<file path="src/rtl/jtag_tap_multi.sv">
`default_nettype none
// ============================================================================
// Module   : jtag_tap_multi
// Purpose  : IEEE 1149.1 TAP controller with a configurable instruction
//            register length, built-in IDCODE and BYPASS registers, and N
//            user data registers decoded from a contiguous opcode range.
//            Everything runs in the tck domain.
// Ports    : tck_i / trst_ni       JTAG clock, synchronous active-low reset
//            tms_i / td_i / td_o   JTAG pins, tdo_oe_o marks td_o valid
//            tdi_o                 serial data passthrough to user DRs
//            capture_o/shift_o/update_o  Capture/Shift/Update-DR strobes
//            dr_clear_o / run_test_idle_o  TLR / RTI status
//            ir_o                  current instruction
//            dr_select_o / dr_tdo_i  one-hot user DR select, user DR serial out
// Revision : 1.0 - initial release
// ============================================================================
module jtag_tap_multi #(
    parameter int unsigned IrLength    = 5,
    parameter logic [31:0] IdCodeValue = 32'h0000_0001,
    parameter int unsigned IrIdcode    = 'h01,
    parameter int unsigned UserIrBase  = 'h10,
    parameter int unsigned NumUserDr   = 2
) (
    input  logic                 tck_i,
    input  logic                 trst_ni,
    input  logic                 tms_i,
    input  logic                 td_i,
    output logic                 td_o,
    output logic                 tdo_oe_o,
    output logic                 tdi_o,
    output logic                 capture_o,
    output logic                 shift_o,
    output logic                 update_o,
    output logic                 dr_clear_o,
    output logic                 run_test_idle_o,
    output logic [IrLength-1:0]  ir_o,
    output logic [NumUserDr-1:0] dr_select_o,
    input  logic [NumUserDr-1:0] dr_tdo_i
);

    localparam logic [3:0] c_st_exit2_dr  = 4'h0;
    localparam logic [3:0] c_st_exit1_dr  = 4'h1;
    localparam logic [3:0] c_st_shift_dr  = 4'h2;
    localparam logic [3:0] c_st_pause_dr  = 4'h3;
    localparam logic [3:0] c_st_sel_ir    = 4'h4;
    localparam logic [3:0] c_st_update_dr = 4'h5;
    localparam logic [3:0] c_st_cap_dr    = 4'h6;
    localparam logic [3:0] c_st_sel_dr    = 4'h7;
    localparam logic [3:0] c_st_exit2_ir  = 4'h8;
    localparam logic [3:0] c_st_exit1_ir  = 4'h9;
    localparam logic [3:0] c_st_shift_ir  = 4'hA;
    localparam logic [3:0] c_st_pause_ir  = 4'hB;
    localparam logic [3:0] c_st_rti       = 4'hC;
    localparam logic [3:0] c_st_update_ir = 4'hD;
    localparam logic [3:0] c_st_cap_ir    = 4'hE;
    localparam logic [3:0] c_st_tlr       = 4'hF;

    localparam int unsigned c_user_last = UserIrBase + NumUserDr - 1;
    localparam int unsigned c_ir_ones   = (32'd1 << IrLength) - 32'd1;

    // Reject parameter sets whose user opcode range overflows the IR, overlaps
    // IDCODE or claims the all-ones BYPASS opcode.
    if (IrLength < 2 || IrLength > 31 || NumUserDr < 1 || NumUserDr > 8 ||
        c_user_last > c_ir_ones || c_user_last == c_ir_ones ||
        (IrIdcode >= UserIrBase && IrIdcode <= c_user_last) ||
        IrIdcode > c_ir_ones || IdCodeValue[0] != 1'b1) begin : g_param_check
        $error("jtag_tap_multi: illegal parameter combination");
    end

    logic [3:0]           r_state;
    logic [3:0]           w_next;
    logic [IrLength-1:0]  r_ir;
    logic [IrLength-1:0]  r_ir_shift;
    logic [IrLength-1:0]  w_ir;
    logic [31:0]          r_idcode;
    logic                 r_bypass;
    logic [NumUserDr-1:0] w_sel;
    logic                 w_idcode_sel;
    logic                 w_bypass_sel;

    // ---------------- state register ----------------
    always_ff @(posedge tck_i) begin
        if (!trst_ni) begin
            r_state <= c_st_tlr;
        end else begin
            r_state <= w_next;
        end
    end

    // ---------------- next-state logic ----------------
    always_comb begin
        w_next = r_state;
        case (r_state)
            c_st_tlr:       w_next = tms_i ? c_st_tlr       : c_st_rti;
            c_st_rti:       w_next = tms_i ? c_st_sel_dr    : c_st_rti;
            c_st_sel_dr:    w_next = tms_i ? c_st_sel_ir    : c_st_cap_dr;
            c_st_cap_dr:    w_next = tms_i ? c_st_exit1_dr  : c_st_shift_dr;
            c_st_shift_dr:  w_next = tms_i ? c_st_exit1_dr  : c_st_shift_dr;
            c_st_exit1_dr:  w_next = tms_i ? c_st_update_dr : c_st_pause_dr;
            c_st_pause_dr:  w_next = tms_i ? c_st_exit2_dr  : c_st_pause_dr;
            c_st_exit2_dr:  w_next = tms_i ? c_st_update_dr : c_st_shift_dr;
            c_st_update_dr: w_next = tms_i ? c_st_sel_dr    : c_st_rti;
            c_st_sel_ir:    w_next = tms_i ? c_st_tlr       : c_st_cap_ir;
            c_st_cap_ir:    w_next = tms_i ? c_st_exit1_ir  : c_st_shift_ir;
            c_st_shift_ir:  w_next = tms_i ? c_st_exit1_ir  : c_st_shift_ir;
            c_st_exit1_ir:  w_next = tms_i ? c_st_update_ir : c_st_pause_ir;
            c_st_pause_ir:  w_next = tms_i ? c_st_exit2_ir  : c_st_pause_ir;
            c_st_exit2_ir:  w_next = tms_i ? c_st_update_ir : c_st_shift_ir;
            c_st_update_ir: w_next = tms_i ? c_st_sel_dr    : c_st_rti;
            default:        w_next = c_st_tlr;
        endcase
    end

    // ---------------- state-decoded outputs ----------------
    always_comb begin
        capture_o       = 1'b0;
        shift_o         = 1'b0;
        update_o        = 1'b0;
        dr_clear_o      = 1'b0;
        run_test_idle_o = 1'b0;
        tdo_oe_o        = 1'b0;
        case (r_state)
            c_st_cap_dr:    capture_o       = 1'b1;
            c_st_shift_dr:  begin
                shift_o  = 1'b1;
                tdo_oe_o = 1'b1;
            end
            c_st_update_dr: update_o        = 1'b1;
            c_st_tlr:       dr_clear_o      = 1'b1;
            c_st_rti:       run_test_idle_o = 1'b1;
            c_st_shift_ir:  tdo_oe_o        = 1'b1;
            default:        ;
        endcase
    end

    // IR reads as IDCODE for the whole TLR stay, including the first cycle
    // after entering TLR via TMS before r_ir has been reloaded.
    assign w_ir  = (r_state == c_st_tlr) ? IrLength'(IrIdcode) : r_ir;
    assign ir_o  = w_ir;
    assign tdi_o = td_i;

    for (genvar k = 0; k < NumUserDr; k++) begin : g_sel
        assign w_sel[k] = (w_ir == IrLength'(UserIrBase + k));
    end

    assign dr_select_o  = w_sel;
    assign w_idcode_sel = (w_ir == IrLength'(IrIdcode));
    assign w_bypass_sel = !w_idcode_sel && !(|w_sel);

    // ---------------- IR, IDCODE and BYPASS datapath ----------------
    always_ff @(posedge tck_i) begin
        if (!trst_ni || r_state == c_st_tlr) begin
            r_ir       <= IrLength'(IrIdcode);
            r_ir_shift <= '0;
            r_idcode   <= '0;
            r_bypass   <= 1'b0;
        end else begin
            case (r_state)
                c_st_cap_ir:    r_ir_shift <= IrLength'(1);
                c_st_shift_ir:  r_ir_shift <= {td_i, r_ir_shift[IrLength-1:1]};
                c_st_update_ir: r_ir       <= r_ir_shift;
                c_st_cap_dr: begin
                    if (w_idcode_sel) r_idcode <= IdCodeValue;
                    if (w_bypass_sel) r_bypass <= 1'b0;
                end
                c_st_shift_dr: begin
                    if (w_idcode_sel) r_idcode <= {td_i, r_idcode[31:1]};
                    if (w_bypass_sel) r_bypass <= td_i;
                end
                default: ;
            endcase
        end
    end

    // ---------------- serial output mux ----------------
    always_comb begin
        td_o = 1'b0;
        if (r_state == c_st_shift_ir) begin
            td_o = r_ir_shift[0];
        end else if (r_state == c_st_shift_dr) begin
            if (w_idcode_sel)      td_o = r_idcode[0];
            else if (|w_sel)       td_o = |(w_sel & dr_tdo_i);
            else                   td_o = r_bypass;
        end
    end

endmodule
`default_nettype wire

</file>
<file path="config.mk">
export PLATFORM = sky130hd
export DESIGN_NAME = jtag_tap_multi
export DESIGN_NICKNAME = d
export VERILOG_FILES = /design/src/rtl/jtag_tap_multi.sv
export SDC_FILE = /design/constraint.sdc
export NUM_CORES = 1
export LEC_CHECK = 0
export ABC_AREA = 1
export BUFFER_PORTS_ARGS = -buffer_cell sky130_fd_sc_hd__buf_4
export CORE_MARGIN = 3
export CORE_UTILIZATION = 57
export CTS_CLUSTER_DIAMETER = 80
export DETAILED_ROUTE_END_ITERATION = 6
export PLACE_DENSITY = 0.77
export SLEW_MARGIN = 15
export SYNTH_ARGS = -nofsm -noshare
export SYNTH_HDL_FRONTEND = slang
export SYNTH_SLANG_ARGS = --single-unit
</file>
<file path="constraint.sdc">
create_clock -name tck_i -period 2 [get_ports tck_i]
set_input_delay 0.2 -clock tck_i [delete_from_list [all_inputs] [get_ports tck_i]]
set_output_delay 0.2 -clock tck_i [all_outputs]
set_load 0.03 [all_outputs]
</file>
==> impl_metrics.json, run 1 <==
{
  "status": "finished clean",
  "drive_gt1_share_pct": 20.1,
  "cap_viol_max_count": 0,
  "avgViaCountPerCell": 5.32,
  "gp_congestion": 0.756,
  "grt_remaining_overflow": 0,
  "cp-end-kind": "output port",
  "p_leak_nw": 0.925,
  "r2r_slack_ns": 0.38,
  "port-buffer-count": 20,
  "finalSetupViolations": 0,
  "power_density_nw_per_um2": 1330,
  "grt_max_degree": 34,
  "synth_top_area_share_pct": 45.9,
  "grt_usage_pct": 19.4,
  "synth_edf_count": 0,
  "synth_area_leaders": "dfxtp_1, nand2_1, a21oi_1",
  "yosysTopAreaCell": "dfxtp_1",
  "crit_end": "td_o",
  "min_period_ns": 1.91,
  "wl_per_cell_um": 12.1,
  "grt_pass1_wl_um": 6650,
  "finalHoldViolCount": 0,
  "start_util_pct": 60.5,
  "ios": 21,
  "clkLatencyLatePin_ns": 0.35,
  "timing.rr.end": "r_idcode[12]",
  "finalSetupTns_ns": 0,
  "timing.final.crit_share_pct": 95.4,
  "synthTopCellsByCount": "nand2_1, dfxtp_1, a21oi_1",
  "antennaDiodeCount": 0,
  "multi_input_area_um2": 951,
  "fillers": 292,
  "final_cells": 345,
  "cp_max_fo": 6,
  "synthArstFlopShare_pct": 0,
  "core_area_um2": 3390,
  "synth.cell_area_um2": 2050,
  "synth_most_common_cell": "nand2_1",
  "cts_buffers": 5,
  "yosysUniqueCellTypes": 25,
  "hp-class": "in -> reg",
  "final_max_slew_viol_count": 0,
  "startpoint_type": "flop",
  "dieArea_um2": 4360,
  "routed_wl_um": 4160,
  "ir_drop_mv": 0.694,
  "die_w_um": 66,
  "relSlewSlack_pct": 77.4,
  "synth_warnings": 0,
  "r2r-start": "r_state[0]",
  "die_h_um": 66,
  "antenna_found_initial": 0,
  "final_util_pct": 69.8,
  "critical_path_required_ns": 1.80,
  "clkSinkCount": 47,
  "clk_pin_slew_worst_paths_ns": 0.12,
  "tightest_slew_ns": 0.338,
  "hpwl_um": 2820,
  "max_freq_mhz": 524,
  "clock_skew_ns": 0.00857,
  "cts_tree": "built",
  "drt_iter0_markers": 117,
  "firstDrtPassIters": 4,
  "cp-startpoint": "r_state[2]",
  "regArea_um2": 953,
  "grt_pass1_vias": 1547,
  "vias": 1836,
  "clock_path_buffers": 2,
  "cts_max_level": 2,
  "cp.arrival_ns": 1.71,
  "synth_nets": 280,
  "ys_seq_area_share_pct": 45.9,
  "postRouteAntennaNets": 0,
  "nets": 304,
  "synth-seq-cells": 47,
  "worstSetupPathType": "reg -> out",
  "worstRegToRegCells": 8,
  "remaining_drc_errors": 0,
  "whs_ns": 0.0718,
  "cts-root-buf": "clkbuf_4",
  "numPlacedInstances": 334,
  "syn_inst": 274,
  "rows": 21,
  "ys.flop_type": "dfxtp_1",
  "syn_avg_cell_area_um2": 7.49,
  "area_delta_synth_final_pct": 15.2
}
## per-stage QoR
stage | power (mW) | setup slack, ns | area, µm²
2_1_floorplan | 2.25 | 0.131 | 2050
3_3_place_gp | 2.52 | 0.344 | 2220
3_5_place_dp | 2.53 | 0.292 | 2220
4_1_cts | 3.00 | 0.0000605 | 2290
5_1_grt | 3.35 | -0.0455 | 2360
6_report | 3.15 | 0.0929 | 2360
## cells by family (layout without fill, tap and decap cells)
group,Yosys count,in the layout,synth area share [%]
and+or+nand+nor,134,134,29.9
DFF,47,47,45.9
AOI/OAI and AO/OA,54,54,14.2
buffers and inverters,39,64,10.1
## cells in the final DEF (no fill, tap or decap), types with 2 or more instances in the layout
cell type  netlist  layout
nor3_1           3       2
inv_2            0       2
dfxtp_4          0       3
clkbuf_4         1       5
dfxtp_1         47      43
a21oi_1         41      41
inv_1           25      23
nand3_1         37      36
nand2_4          2       3
nand2_2          2       3
nor2_1          17      17
o211ai_1         2       2
nand2_1         65      63
nor2_2           3       2
o21ai_4          0       2
o21ai_0          6       6
buf_4            3      30
nor2_4           1       2
## critical path, cell delays in order (launching register included)
cell and delay [ns]:
dfxtp_4 0.40, nand2_2 0.12, nor2_4 0.20, nor2_4 0.08
nand3b_1 0.15, nor2_1 0.09, nor2_1 0.04, nand2_1 0.06
nand2_1 0.06, buf_4 0.17
## worst min-delay path by stage
stage                     start          to  slack [ns]  cells after the start
after floorplan           tms_i  r_state[1]        0.33                      2
after global placement    tms_i  r_state[1]        0.42                      3
after detailed placement  tms_i  r_state[1]        0.44                      3
after CTS                 tms_i  r_state[1]        0.07                      3
after global routing      tms_i  r_state[1]        0.08                      3
final                     tms_i  r_state[1]        0.07                      3
## metal layers
metal / global-route usage [%] / up-vias / part of all wire [%]
li1: - / 949 / -
met1: 26.4 / 843 / 48
met2: 30.2 / 42 / 47
met3: 5.10 / 2 / 4.7
met4: 6.09 / 0 / 0.58
met5: 0 / - / 0
## sequential cells by signal (all words and copies together) (netlist names)
name	flops
r_ir_shift	5
r_idcode	32
r_state	4
r_ir	5
r_bypass	1
## power by group
group | total (mW) | switching [mW] | internal, mW
registers | 1.13 | 0.0936 | 1.04
clock network | 0.462 | 0.287 | 0.175
logic | 1.56 | 1.03 | 0.524
total | 3.15 | 1.41 | 1.74
## layout make-up
class                      count  area share [%]
tap                           46            2.43
clock inverter                 1           0.370
timing repair buffer          31            10.4
sequential                    47            40.3
inverter                      25            3.97
clock buffer                   7            2.33
multi-input combinational    188            40.2
## timing repair
item / CTS / global route
pin swaps: 0 / 3
resized for setup: 4 / 14
buffers inserted: 0 / 3
endpoints found under the setup margin: 1 / 1
hold buffers: 0 / 0
endpoints found under the hold margin: 0 / 0
Note: power is estimated with default switching activity, not from simulation.
==> run 2: changes to the inputs <==
--- a/config.mk
+++ b/config.mk
@@ -7,11 +7,13 @@
 export LEC_CHECK = 0
 export ABC_AREA = 1
 export BUFFER_PORTS_ARGS = -buffer_cell sky130_fd_sc_hd__buf_4
+export CELL_PAD_IN_SITES_DETAIL_PLACEMENT = 2
+export CELL_PAD_IN_SITES_GLOBAL_PLACEMENT = 2
 export CORE_MARGIN = 3
-export CORE_UTILIZATION = 57
+export CORE_UTILIZATION = 33
 export CTS_CLUSTER_DIAMETER = 80
 export DETAILED_ROUTE_END_ITERATION = 6
-export PLACE_DENSITY = 0.77
+export PLACE_DENSITY_LB_ADDON = 0.2
 export SLEW_MARGIN = 15
 export SYNTH_ARGS = -nofsm -noshare
 export SYNTH_HDL_FRONTEND = slang
==> impl_metrics.json, run 2 (synthesis gave the netlist of run 1 again) <==
{
  "p_leak_nw": 0.939,
  "remaining_drc_errors": 0,
  "fillers": 703,
  "status": "finished clean",
  "min_period_ns": 1.92,
  "stdcell_area_um2": 2440,
  "path_common_cell": "nand2_1",
  "cts_max_level": 2,
  "max_stage_delay_ns": 0.38,
  "largest-register": "r_idcode",
  "grt_pass1_vias": 2005,
  "largest_reg_flops": 32,
  "path_cells": "nand2_1 > nor2_4 > nor2_4 > nand3b_1 > nor2_1 > nor2_1 > nand2_1 > nand2_1 > buf_4",
  "clock_path_buffers": 2,
  "die_h_um": 84.9,
  "avgViaCountPerCell": 5.07,
  "grt_remaining_overflow": 0,
  "cp-startpoint": "r_state[1]",
  "r2r-start": "r_state[3]",
  "reg_top3": "r_idcode (32), r_ir (5), r_ir_shift (5)",
  "startpoint_type": "flop",
  "rows": 28,
  "finalSetupViolations": 0,
  "whs_ns": 0.122,
  "antenna_found_initial": 0,
  "cts_buffers": 5,
  "final_cells": 372,
  "finalSetupTns_ns": 0,
  "port-buffer-count": 20,
  "cp-end-kind": "output port",
  "core_area_um2": 5960,
  "firstDrtPassIters": 4,
  "clk_pin_slew_worst_paths_ns": 0.09,
  "ios": 21,
  "power_density_nw_per_um2": 1420,
  "relSlewSlack_pct": 76.6,
  "grt_usage_pct": 16.6,
  "ir_drop_mv": 0.758,
  "clkLatencyLatePin_ns": 0.30,
  "finalWorstSetupSlack_ns": 0.0813,
  "min_from": "tms_i",
  "placed_cell_area_um2": 2260,
  "critical_path_required_ns": 1.80,
  "cts_tree": "built",
  "final_util_pct": 41.1,
  "multi_input_area_um2": 945,
  "finalHoldViolCount": 0,
  "antennaDiodeCount": 0,
  "dpl_worst_slack_ns": 0.166,
  "postRouteAntennaNets": 0,
  "gp_congestion": 0.841,
  "timing.final.crit_share_pct": 95.9,
  "drt_iter0_markers": 54,
  "hp-class": "in -> reg",
  "cap_viol_max_count": 0,
  "start_util_pct": 34.5,
  "drive_gt1_share_pct": 19.2,
  "r2r_slack_ns": 0.26,
  "clkSinkCount": 47,
  "cts-root-buf": "clkbuf_8",
  "max_freq_mhz": 521,
  "regArea_um2": 950,
  "wl_per_cell_um": 15.4,
  "grt_max_degree": 39,
  "worstSetupPathType": "reg -> out",
  "final_max_slew_viol_count": 0,
  "crit_slowest_cell": "dfxtp_4",
  "power.total_mw": 3.47,
  "dieArea_um2": 7200,
  "grt_pass1_wl_um": 9710,
  "nets": 302,
  "clock_skew_ns": 0.00754,
  "die_w_um": 84.9,
  "hpwl_um": 3920,
  "cp_max_fo": 6,
  "cp.arrival_ns": 1.72,
  "vias": 1886,
  "numPlacedInstances": 362,
  "area_delta_synth_final_pct": 19.1,
  "layout_commonest_cell": "nand2_1",
  "routed_wl_um": 5730,
  "final_cell_mix": "nand2_1, dfxtp_1, a21oi_1",
  "tightest_slew_ns": 0.350
}
## run 2: changes by cell type in the layout (fill, tap and decap cells not counted), sizes merged
| cell | delta |
|---|---|
| bufinv | +1 |
| inv | +1 |
| buf | -2 |
| clkbuf | -2 |
## run 2: metal layers
layer,vias up,share of wire [%],track usage (%)
met5,-,0,0
met2,22,51,29.3
met1,921,45,20.6
met3,6,2.9,3.30
met4,0,1.0,4.60
li1,937,-,-
## run 2: report_power, final
part	total (mW)	internal [mW]	switching [mW]
clock	0.724	0.379	0.344
sequential	1.11	1.03	0.0821
combinational	1.63	0.526	1.10
## run 2: repair_timing
| action | CTS | global route |
|---|---|---|
| hold buffers | 0 | 0 |
| buffers inserted | 0 | 2 |
| setup endpoints to repair | 2 | 2 |
| resized for setup | 6 | 9 |
| pin swaps | 0 | 1 |
## run 2: final timing paths
| check | cells past startpoint | endpoint |
|---|---|---|
| min reg2reg | 2 | r_idcode[14] |
| max reg2reg | 10 | r_idcode[6] |
| min | 3 | r_state[1] |
| max | 9 | td_o |
## run 2: layout make-up
class	instances	area share, %
Timing Repair Buffer	29	10.1
Tap cell	75	3.84
Inverter	25	3.84
Clock inverter	3	1.94
Sequential cell	47	38.8
Multi-Input combinational cell	188	38.6
Clock buffer	5	2.81
## run 2: worst max-delay path: cells and delay by family, from the launching register on
family        cells  cell delay [ns]
flops             1             0.38
buf+inv           1             0.16
simple gates      8             0.87
